--- src/rtl/agc_mon_injector_if.sv ---
// Host-side request/completion bundle for the AGC monitor-data injector.
// Host raises inj_valid with inj_data/inj_tp; the block answers with inj_done/inj_status.
// Transfer occurs on the clock where inj_valid and inj_ready are both high.
interface agc_mon_injector_if;
    logic        inj_valid;
    logic        inj_ready;
    logic [15:0] inj_data;
    logic [3:0]  inj_tp;
    logic        inj_done;
    logic [1:0]  inj_status;

    modport master (
        output inj_valid, inj_data, inj_tp,
        input  inj_ready, inj_done, inj_status
    );

    modport slave (
        input  inj_valid, inj_data, inj_tp,
        output inj_ready, inj_done, inj_status
    );
endinterface

--- src/rtl/agc_mon_injector.sv ---
// Purpose: monitor AGC timepulses and drive one 16-bit MDT word inside a chosen timepulse.
// Latency: SYNC_STAGES+1 cycles from raw MT edge to FSM reaction; MDT follows one cycle later.
// Backpressure: inj_ready is high only in IDLE; one request is in flight at a time.
module agc_mon_injector #(
    parameter int SYNC_STAGES = 2,
    parameter int TIMEOUT_CYC = 4096
) (
    input  logic               SIM_CLK,
    input  logic               SIM_RST_n,
    input  logic               MT01, MT02, MT03, MT04, MT05, MT06,
    input  logic               MT07, MT08, MT09, MT10, MT11, MT12,
    input  logic               MGOJAM,
    agc_mon_injector_if.slave  inj,
    input  logic               err_clr,
    output logic               MDT01, MDT02, MDT03, MDT04, MDT05, MDT06, MDT07, MDT08,
    output logic               MDT09, MDT10, MDT11, MDT12, MDT13, MDT14, MDT15, MDT16,
    output logic [3:0]         tp_index,
    output logic [15:0]        mct_count,
    output logic               seq_err,
    output logic               onehot_err
);

    localparam int TMO_W = $clog2(TIMEOUT_CYC + 1);
    localparam logic [TMO_W-1:0] TMO_LAST = TMO_W'(TIMEOUT_CYC - 1);

    localparam logic [1:0] ST_OK    = 2'b00;
    localparam logic [1:0] ST_GOJAM = 2'b01;
    localparam logic [1:0] ST_TMO   = 2'b10;
    localparam logic [1:0] ST_BADTP = 2'b11;

    typedef enum logic [2:0] {IDLE, ARM, WAIT_TP, DRIVE, DONE} state_t;

    // Index (1..12) of the lowest set bit, 0 when none is set.
    function automatic logic [3:0] enc12(input logic [11:0] v);
        logic [3:0] r;
        r = 4'd0;
        for (int i = 11; i >= 0; i--) begin
            if (v[i]) r = 4'(i + 1);
        end
        return r;
    endfunction

    // Bit 12 carries MGOJAM alongside the twelve timepulses.
    logic [12:0]                  raw_in;
    logic [SYNC_STAGES-1:0][12:0] sync_q;
    logic [12:0]                  prev_q;
    logic [11:0]                  mt_cur, mt_rise, mt_fall;
    logic                         gj_rise, any_rise, multi_hot;
    logic [3:0]                   cur_idx, rise_idx, last_q, exp_idx;
    logic                         armed_q, seq_ev;

    assign raw_in = {MGOJAM, MT12, MT11, MT10, MT09, MT08, MT07,
                     MT06, MT05, MT04, MT03, MT02, MT01};

    assign mt_cur    = sync_q[SYNC_STAGES-1][11:0];
    assign mt_rise   = mt_cur & ~prev_q[11:0];
    assign mt_fall   = ~mt_cur & prev_q[11:0];
    assign gj_rise   = sync_q[SYNC_STAGES-1][12] & ~prev_q[12];
    assign any_rise  = |mt_rise;
    assign multi_hot = ($countones(mt_cur) > 1);
    assign cur_idx   = enc12(mt_cur);
    assign rise_idx  = enc12(mt_rise);
    assign exp_idx   = (last_q == 4'd12) ? 4'd1 : last_q + 4'd1;
    // Sequence check is skipped on the first rise after reset or MGOJAM.
    assign seq_ev    = any_rise && armed_q && !gj_rise && (rise_idx != exp_idx);

    // Synchronizer chain plus one edge-detect register per line.
    always_ff @(posedge SIM_CLK or negedge SIM_RST_n) begin
        if (!SIM_RST_n) begin
            sync_q <= '0;
            prev_q <= '0;
        end else begin
            sync_q <= {sync_q[SYNC_STAGES-2:0], raw_in};
            prev_q <= sync_q[SYNC_STAGES-1];
        end
    end

    // Timepulse index, memory-cycle counter and sticky protocol errors.
    always_ff @(posedge SIM_CLK or negedge SIM_RST_n) begin
        if (!SIM_RST_n) begin
            tp_index   <= 4'd0;
            mct_count  <= 16'd0;
            last_q     <= 4'd0;
            armed_q    <= 1'b0;
            seq_err    <= 1'b0;
            onehot_err <= 1'b0;
        end else begin
            if (mt_cur == 12'd0)  tp_index <= 4'd0;
            else if (!multi_hot)  tp_index <= cur_idx;

            if (gj_rise)          mct_count <= 16'd0;
            else if (mt_rise[0])  mct_count <= mct_count + 16'd1;

            if (gj_rise) begin
                armed_q <= 1'b0;
            end else if (any_rise) begin
                armed_q <= 1'b1;
                last_q  <= rise_idx;
            end

            // A new error event outranks a simultaneous clear.
            seq_err    <= seq_ev    | (seq_err    & ~err_clr);
            onehot_err <= multi_hot | (onehot_err & ~err_clr);
        end
    end

    state_t            state_q, state_d;
    logic [1:0]        status_q, status_d;
    logic [15:0]       data_q, mdt_q;
    logic [11:0]       tp_mask_q;
    logic [TMO_W-1:0]  tmo_q;
    logic              rdy_en_q;
    logic              xfer, tp_bad, waiting, tmo_hit, tp_rise, tp_fall;

    assign inj.inj_ready  = (state_q == IDLE) && rdy_en_q;
    assign inj.inj_done   = (state_q == DONE);
    assign inj.inj_status = status_q;

    assign xfer    = inj.inj_valid && inj.inj_ready;
    assign tp_bad  = (inj.inj_tp == 4'd0) || (inj.inj_tp > 4'd12);
    assign waiting = (state_q == ARM) || (state_q == WAIT_TP);
    assign tmo_hit = waiting && !any_rise && (tmo_q == TMO_LAST);
    assign tp_rise = |(mt_rise & tp_mask_q);
    assign tp_fall = |(mt_fall & tp_mask_q);

    assign {MDT16, MDT15, MDT14, MDT13, MDT12, MDT11, MDT10, MDT09,
            MDT08, MDT07, MDT06, MDT05, MDT04, MDT03, MDT02, MDT01} = mdt_q;

    // Request FSM next-state and completion status; MGOJAM abort has top priority.
    always_comb begin
        state_d  = state_q;
        status_d = status_q;
        case (state_q)
            IDLE: begin
                if (xfer) begin
                    if (tp_bad) begin
                        state_d  = DONE;
                        status_d = ST_BADTP;
                    end else begin
                        state_d  = ARM;
                    end
                end
            end
            ARM: begin
                if (gj_rise) begin
                    state_d  = DONE;
                    status_d = ST_GOJAM;
                end else if (mt_rise[0]) begin
                    state_d  = tp_mask_q[0] ? DRIVE : WAIT_TP;
                end else if (tmo_hit) begin
                    state_d  = DONE;
                    status_d = ST_TMO;
                end
            end
            WAIT_TP: begin
                if (gj_rise) begin
                    state_d  = DONE;
                    status_d = ST_GOJAM;
                end else if (tp_rise) begin
                    state_d  = DRIVE;
                end else if (tmo_hit) begin
                    state_d  = DONE;
                    status_d = ST_TMO;
                end
            end
            DRIVE: begin
                if (gj_rise) begin
                    state_d  = DONE;
                    status_d = ST_GOJAM;
                end else if (tp_fall) begin
                    state_d  = DONE;
                    status_d = ST_OK;
                end
            end
            DONE:    state_d = IDLE;
            default: state_d = IDLE;
        endcase
    end

    // FSM state, request capture, timeout counter and registered MDT drive.
    always_ff @(posedge SIM_CLK or negedge SIM_RST_n) begin
        if (!SIM_RST_n) begin
            state_q   <= IDLE;
            status_q  <= ST_OK;
            data_q    <= 16'd0;
            tp_mask_q <= 12'd0;
            tmo_q     <= '0;
            rdy_en_q  <= 1'b0;
            mdt_q     <= 16'd0;
        end else begin
            state_q  <= state_d;
            status_q <= status_d;
            rdy_en_q <= 1'b1;
            if (xfer) begin
                data_q    <= inj.inj_data;
                tp_mask_q <= 12'(1) << (inj.inj_tp - 4'd1);
            end
            tmo_q <= (waiting && !any_rise) ? tmo_q + TMO_W'(1) : '0;
            // Drops to zero on the same edge that leaves DRIVE.
            mdt_q <= (state_q == DRIVE && state_d == DRIVE) ? data_q : 16'd0;
        end
    end

endmodule
--- src/flat_wrapper.sv ---
// flat-port wrapper written by rule: the top's interface ports become plain ports
module agc_mon_injector_flat 
#(
    parameter int SYNC_STAGES = 2,
    parameter int TIMEOUT_CYC = 4096
)
  (SIM_CLK, SIM_RST_n, MT01, MT02, MT03, MT04, MT05, MT06, MT07, MT08, MT09, MT10, MT11, MT12, MGOJAM, err_clr, MDT01, MDT02, MDT03, MDT04, MDT05, MDT06, MDT07, MDT08, MDT09, MDT10, MDT11, MDT12, MDT13, MDT14, MDT15, MDT16, tp_index, mct_count, seq_err, onehot_err, inj_inj_valid, inj_inj_data, inj_inj_tp, inj_inj_ready, inj_inj_done, inj_inj_status);
  agc_mon_injector_if inj_i ();
  input  logic SIM_CLK;
  input  logic SIM_RST_n;
  input  logic MT01;
  input  logic MT02;
  input  logic MT03;
  input  logic MT04;
  input  logic MT05;
  input  logic MT06;
  input  logic MT07;
  input  logic MT08;
  input  logic MT09;
  input  logic MT10;
  input  logic MT11;
  input  logic MT12;
  input  logic MGOJAM;
  input  logic err_clr;
  output logic MDT01;
  output logic MDT02;
  output logic MDT03;
  output logic MDT04;
  output logic MDT05;
  output logic MDT06;
  output logic MDT07;
  output logic MDT08;
  output logic MDT09;
  output logic MDT10;
  output logic MDT11;
  output logic MDT12;
  output logic MDT13;
  output logic MDT14;
  output logic MDT15;
  output logic MDT16;
  output logic [3:0] tp_index;
  output logic [15:0] mct_count;
  output logic seq_err;
  output logic onehot_err;
  input wire logic [$bits(inj_i.inj_valid)-1:0] inj_inj_valid;
  input wire logic [$bits(inj_i.inj_data)-1:0] inj_inj_data;
  input wire logic [$bits(inj_i.inj_tp)-1:0] inj_inj_tp;
  output wire logic [$bits(inj_i.inj_ready)-1:0] inj_inj_ready;
  output wire logic [$bits(inj_i.inj_done)-1:0] inj_inj_done;
  output wire logic [$bits(inj_i.inj_status)-1:0] inj_inj_status;
  assign inj_i.inj_valid = inj_inj_valid;
  assign inj_i.inj_data = inj_inj_data;
  assign inj_i.inj_tp = inj_inj_tp;
  assign inj_inj_ready = inj_i.inj_ready;
  assign inj_inj_done = inj_i.inj_done;
  assign inj_inj_status = inj_i.inj_status;
  agc_mon_injector #(.SYNC_STAGES(SYNC_STAGES), .TIMEOUT_CYC(TIMEOUT_CYC)) u_core (.SIM_CLK(SIM_CLK), .SIM_RST_n(SIM_RST_n), .MT01(MT01), .MT02(MT02), .MT03(MT03), .MT04(MT04), .MT05(MT05), .MT06(MT06), .MT07(MT07), .MT08(MT08), .MT09(MT09), .MT10(MT10), .MT11(MT11), .MT12(MT12), .MGOJAM(MGOJAM), .inj(inj_i), .err_clr(err_clr), .MDT01(MDT01), .MDT02(MDT02), .MDT03(MDT03), .MDT04(MDT04), .MDT05(MDT05), .MDT06(MDT06), .MDT07(MDT07), .MDT08(MDT08), .MDT09(MDT09), .MDT10(MDT10), .MDT11(MDT11), .MDT12(MDT12), .MDT13(MDT13), .MDT14(MDT14), .MDT15(MDT15), .MDT16(MDT16), .tp_index(tp_index), .mct_count(mct_count), .seq_err(seq_err), .onehot_err(onehot_err));
endmodule
--- config.mk ---
export PLATFORM = sky130hd
export DESIGN_NAME = agc_mon_injector_flat
export DESIGN_NICKNAME = d
export VERILOG_FILES = /design/src/rtl/agc_mon_injector_if.sv /design/src/rtl/agc_mon_injector.sv /design/src/flat_wrapper.sv
export SDC_FILE = /design/constraint.sdc
export NUM_CORES = 1
export LEC_CHECK = 0
export BUFFER_PORTS_ARGS = -buffer_cell sky130_fd_sc_hd__buf_2
export CAP_MARGIN = 20
export CELL_PAD_IN_SITES_DETAIL_PLACEMENT = 1
export CELL_PAD_IN_SITES_GLOBAL_PLACEMENT = 2
export CORE_MARGIN = 2
export CORE_UTILIZATION = 38
export DETAILED_ROUTE_END_ITERATION = 6
export MAX_ROUTING_LAYER = met4
export PLACE_DENSITY_LB_ADDON = 0.1
export RECOVER_POWER = 50
export SLEW_MARGIN = 10
export SYNTH_ARGS = -nofsm -noshare
export SYNTH_HDL_FRONTEND = slang
export SYNTH_SLANG_ARGS = --single-unit
--- constraint.sdc ---
create_clock -name SIM_CLK -period 5.54 [get_ports SIM_CLK]
set_input_delay 0.554 -clock SIM_CLK [delete_from_list [all_inputs] [get_ports SIM_CLK]]
set_output_delay 0.554 -clock SIM_CLK [all_outputs]
set_load 0.01 [all_outputs]
==> results_dict.tcl <==
set metrics [dict create \
    finalSetupTns_ns 0 \
    cpMostUsedCell "fa_1" \
    ir_worst_vdd_mv 0.2200 \
    grt_usage 0.1951 \
    antenna_cells 0 \
    tightest_slew_ns 3.543 \
    fmax_mhz 218.7 \
    cts-root-buf "clkbuf_16" \
    min_path_type "input pin to register" \
    nFillCells 1660 \
    report.final.setup_viol 0 \
    synthCells 532 \
    relSlewSlack -1.362 \
    switching_share 0.2796 \
    place.port_buffers 78 \
    ys_ff_latch 129 \
    core_area_mm2 0.01520 \
    die_x_um 128.9 \
    min_period_ns 4.571 \
    power.density_mw_per_mm2 405.9 \
    yosysSeqAreaShare 0.5444 \
    area_growth_pct 19.98 \
    grt_max_degree 67 \
    worstPathRequired_ns 5.84 \
    worst_slack_ns 0.9685 \
    synth_edf_count 0 \
    crit_chain "inv_1 -> ha_1 -> inv_1 -> fa_1 -> fa_1 -> fa_1 -> inv_1 -> ha_1 -> fa_1 -> o21ai_0 -> nor4b_1 -> nor2_1 -> a22o_1" \
    hpwl_mm 10.46 \
    dr.pass1.iters 4 \
    synth_common_cells "129 x dfrtp_1, 44 x nor2_1, 40 x nand2_1" \
    yosys-top-cells-area "dfrtp_1 54%, ha_1 4.4%, mux2_2 3.0%" \
    cp_slowest_cell "nor4b_1" \
    yosys.cell_types.count 60 \
    grt_pass1_vias 4628 \
    ios 79 \
    viasPerCell 5.190 \
    cts_setup_buffers 0 \
    dp_slack_ns 0.9563 \
    worstPathArrival_ns 4.88 \
    final_cell_count_no_fill 822 \
    holdWs_ns 0.2400 \
    netlist.area_leader.share 0.5444 \
    fin_crit_sh 0.8252 \
    cpLargestDelayFamily "adder cells" \
    ant_nets 0 \
    cts_buffers 17 \
    cts_tree "yes" \
    drc 0 \
    clk_pin_slew_ns 0.06 \
    synth_area_mm2 0.005929 \
    path_buf_inv 3 \
    rsz0062_at_grt "false" \
    finalPower_uw 2888 \
    drive_gt1_frac 0.1593 \
    cap_violations 1 \
    gp_congestion 0.8686 \
    hold_violations 0 \
    routedWlPerCell_um 17.74 \
    p_sw_uw 807.4 \
    clkPwrFrac 0.419 \
    synth-warning-count 0 \
    max_stage_delay_ns 0.77 \
    pwr-share-comb 0.174 \
    syn_area_per_cell_um2 11.15 \
    internal-power_uw 2080 \
    antenna_found_initial 0 \
    drt-total-wl_mm 14.59 \
    synthFlopType "dfrtp_1" \
    slew_violations 67 \
    start_kind "register" \
    synth_top_area_cell "dfrtp_1" \
    leakage_uw 0.003246 \
    post_cts_resized 0 \
    dp_cells 791 \
    cts_hold_buf 0 \
    end_kind "register" \
    initial_utilization 0.3900 \
    clock_sinks 129 \
    yosysMostFrequentCell "dfrtp_1" \
    cts_max_path_buffers 2 \
    cp_max_fo 6 \
    design.die.area_mm2 0.01662 \
    via_count 4266 \
    violations "max-capacitance violations, max-slew violations" \
    clk_latency_ns 0.42 \
    htree_levels 4 \
    overflow 0 \
    pwr-share-seq 0.406 \
    synth_nets 597 \
    synthArstFlopShare 1.000 \
    status "complete, but fails checks" \
    dieHeight_um 128.9 \
    fin_nets 687 \
    drt_iter0_drc 127 \
    critPathKind "register to register" \
    grt_pass1_wl_mm 24.13 \
    num_rows 45 \
    skew_ns 0.006029 \
]
[final timing paths]
kind	to	slack (ns)	startpoint	cells past startpoint
worst max-delay path	u_core.tp_index[2]	0.97	u_core.mt_cur[10]	13
worst min-delay path	u_core.sync_q[0]	0.24	MT01	1
worst max register to register	u_core.tp_index[2]	0.97	u_core.mt_cur[10]	13
worst min register to register	u_core.mt_cur[10]	0.35	u_core.sync_q[10]	0
max in group asynchronous	u_core.data_q[5]	1.90	SIM_RST_n	2
min in group asynchronous	u_core.mt_cur[1]	1.33	SIM_RST_n	1
[routing by layer]
metal  wire, um  track usage
met3        529      0.04657
met4        187      0.06394
met1       7012       0.2564
met2       6856       0.2988
met5          0            -
[layout by cell type (no fill, tap or decap), types with 5 or more instances in the layout]
master	Yosys	routed
dfrtp_1	129	129
mux2_2	16	16
nor3_1	5	5
nand2b_1	18	18
nand2_1	40	40
o21ai_0	13	13
clkbuf_16	0	17
o31ai_1	6	6
and3_1	9	9
inv_1	35	35
and2_1	20	20
nand4_1	9	9
xnor2_1	10	10
nor2b_1	10	10
o22ai_1	8	8
ha_1	21	21
xor2_1	17	17
a21oi_1	16	16
buf_2	3	36
fa_1	7	7
o41ai_1	7	7
a22oi_1	6	6
nor2_1	44	44
clkbuf_1	5	43
nand3_1	18	18
[power groups by stage]
stage	Sequential (uW)	Clock [uW]	Combinational [uW]
2_1_floorplan	1170	0	354
3_3_place_gp	1180	0	500
3_5_place_dp	1190	0	522
4_1_cts	1170	1240	525
5_1_grt	1190	1280	576
6_report	1170	1210	504
[layout make-up]
class	count	area [um^2]	share of cell area
multi-input combinational	355	2514	0.3533
clock buffer	19	452.9	0.06367
tap	188	235.2	0.03306
clock inverter	12	181.4	0.02550
sequential	129	3228	0.4537
inverter	37	138.9	0.01952
timing repair buffer	82	364.1	0.05118
[sequential cells by signal, summed over array words and instances (netlist names)]
signal,cells
u_core.tp_index,4
u_core.data_q,16
u_core.seq_err,1
u_core.state_q,3
u_core.armed_q,1
u_core.sync_q,14
u_core.mct_count,16
u_core.last_q,4
u_core.tp_mask_q,12
u_core.prev_q,13
u_core.tmo_q,13
u_core.mdt_q,16
u_core.onehot_err,1
u_core.mt_cur,12
u_core.rdy_en_q,1
u_core.inj.inj_status,2
[per-stage QoR]
| step | util | cell area [um^2] |
|---|---|---|
| after floorplan | - | 5929 |
| after global placement | 0.4304 | 6543 |
| after detailed placement | 0.4304 | 6543 |
| after CTS | 0.4721 | 7177 |
| after global routing | 0.4680 | 7114 |
| final | 0.4680 | 7114 |
[logic make-up (layout without fill, tap and decap cells)]
| group | count (synthesis) | in the layout | share of synthesized area |
|---|---|---|---|
| DFF | 129 | 129 | 0.5444 |
| other | 1 | 1 | 0.0006324 |
| AOI/OAI and AO/OA | 79 | 79 | 0.09243 |
| muxes | 20 | 20 | 0.03714 |
| and+or+nand+nor | 200 | 200 | 0.1859 |
| xor gates and xnor gates | 27 | 27 | 0.03988 |
| adders and majority gates | 28 | 28 | 0.06795 |
| buffers and inverters | 48 | 150 | 0.03165 |
Note: power is estimated with default switching activity, not from simulation.
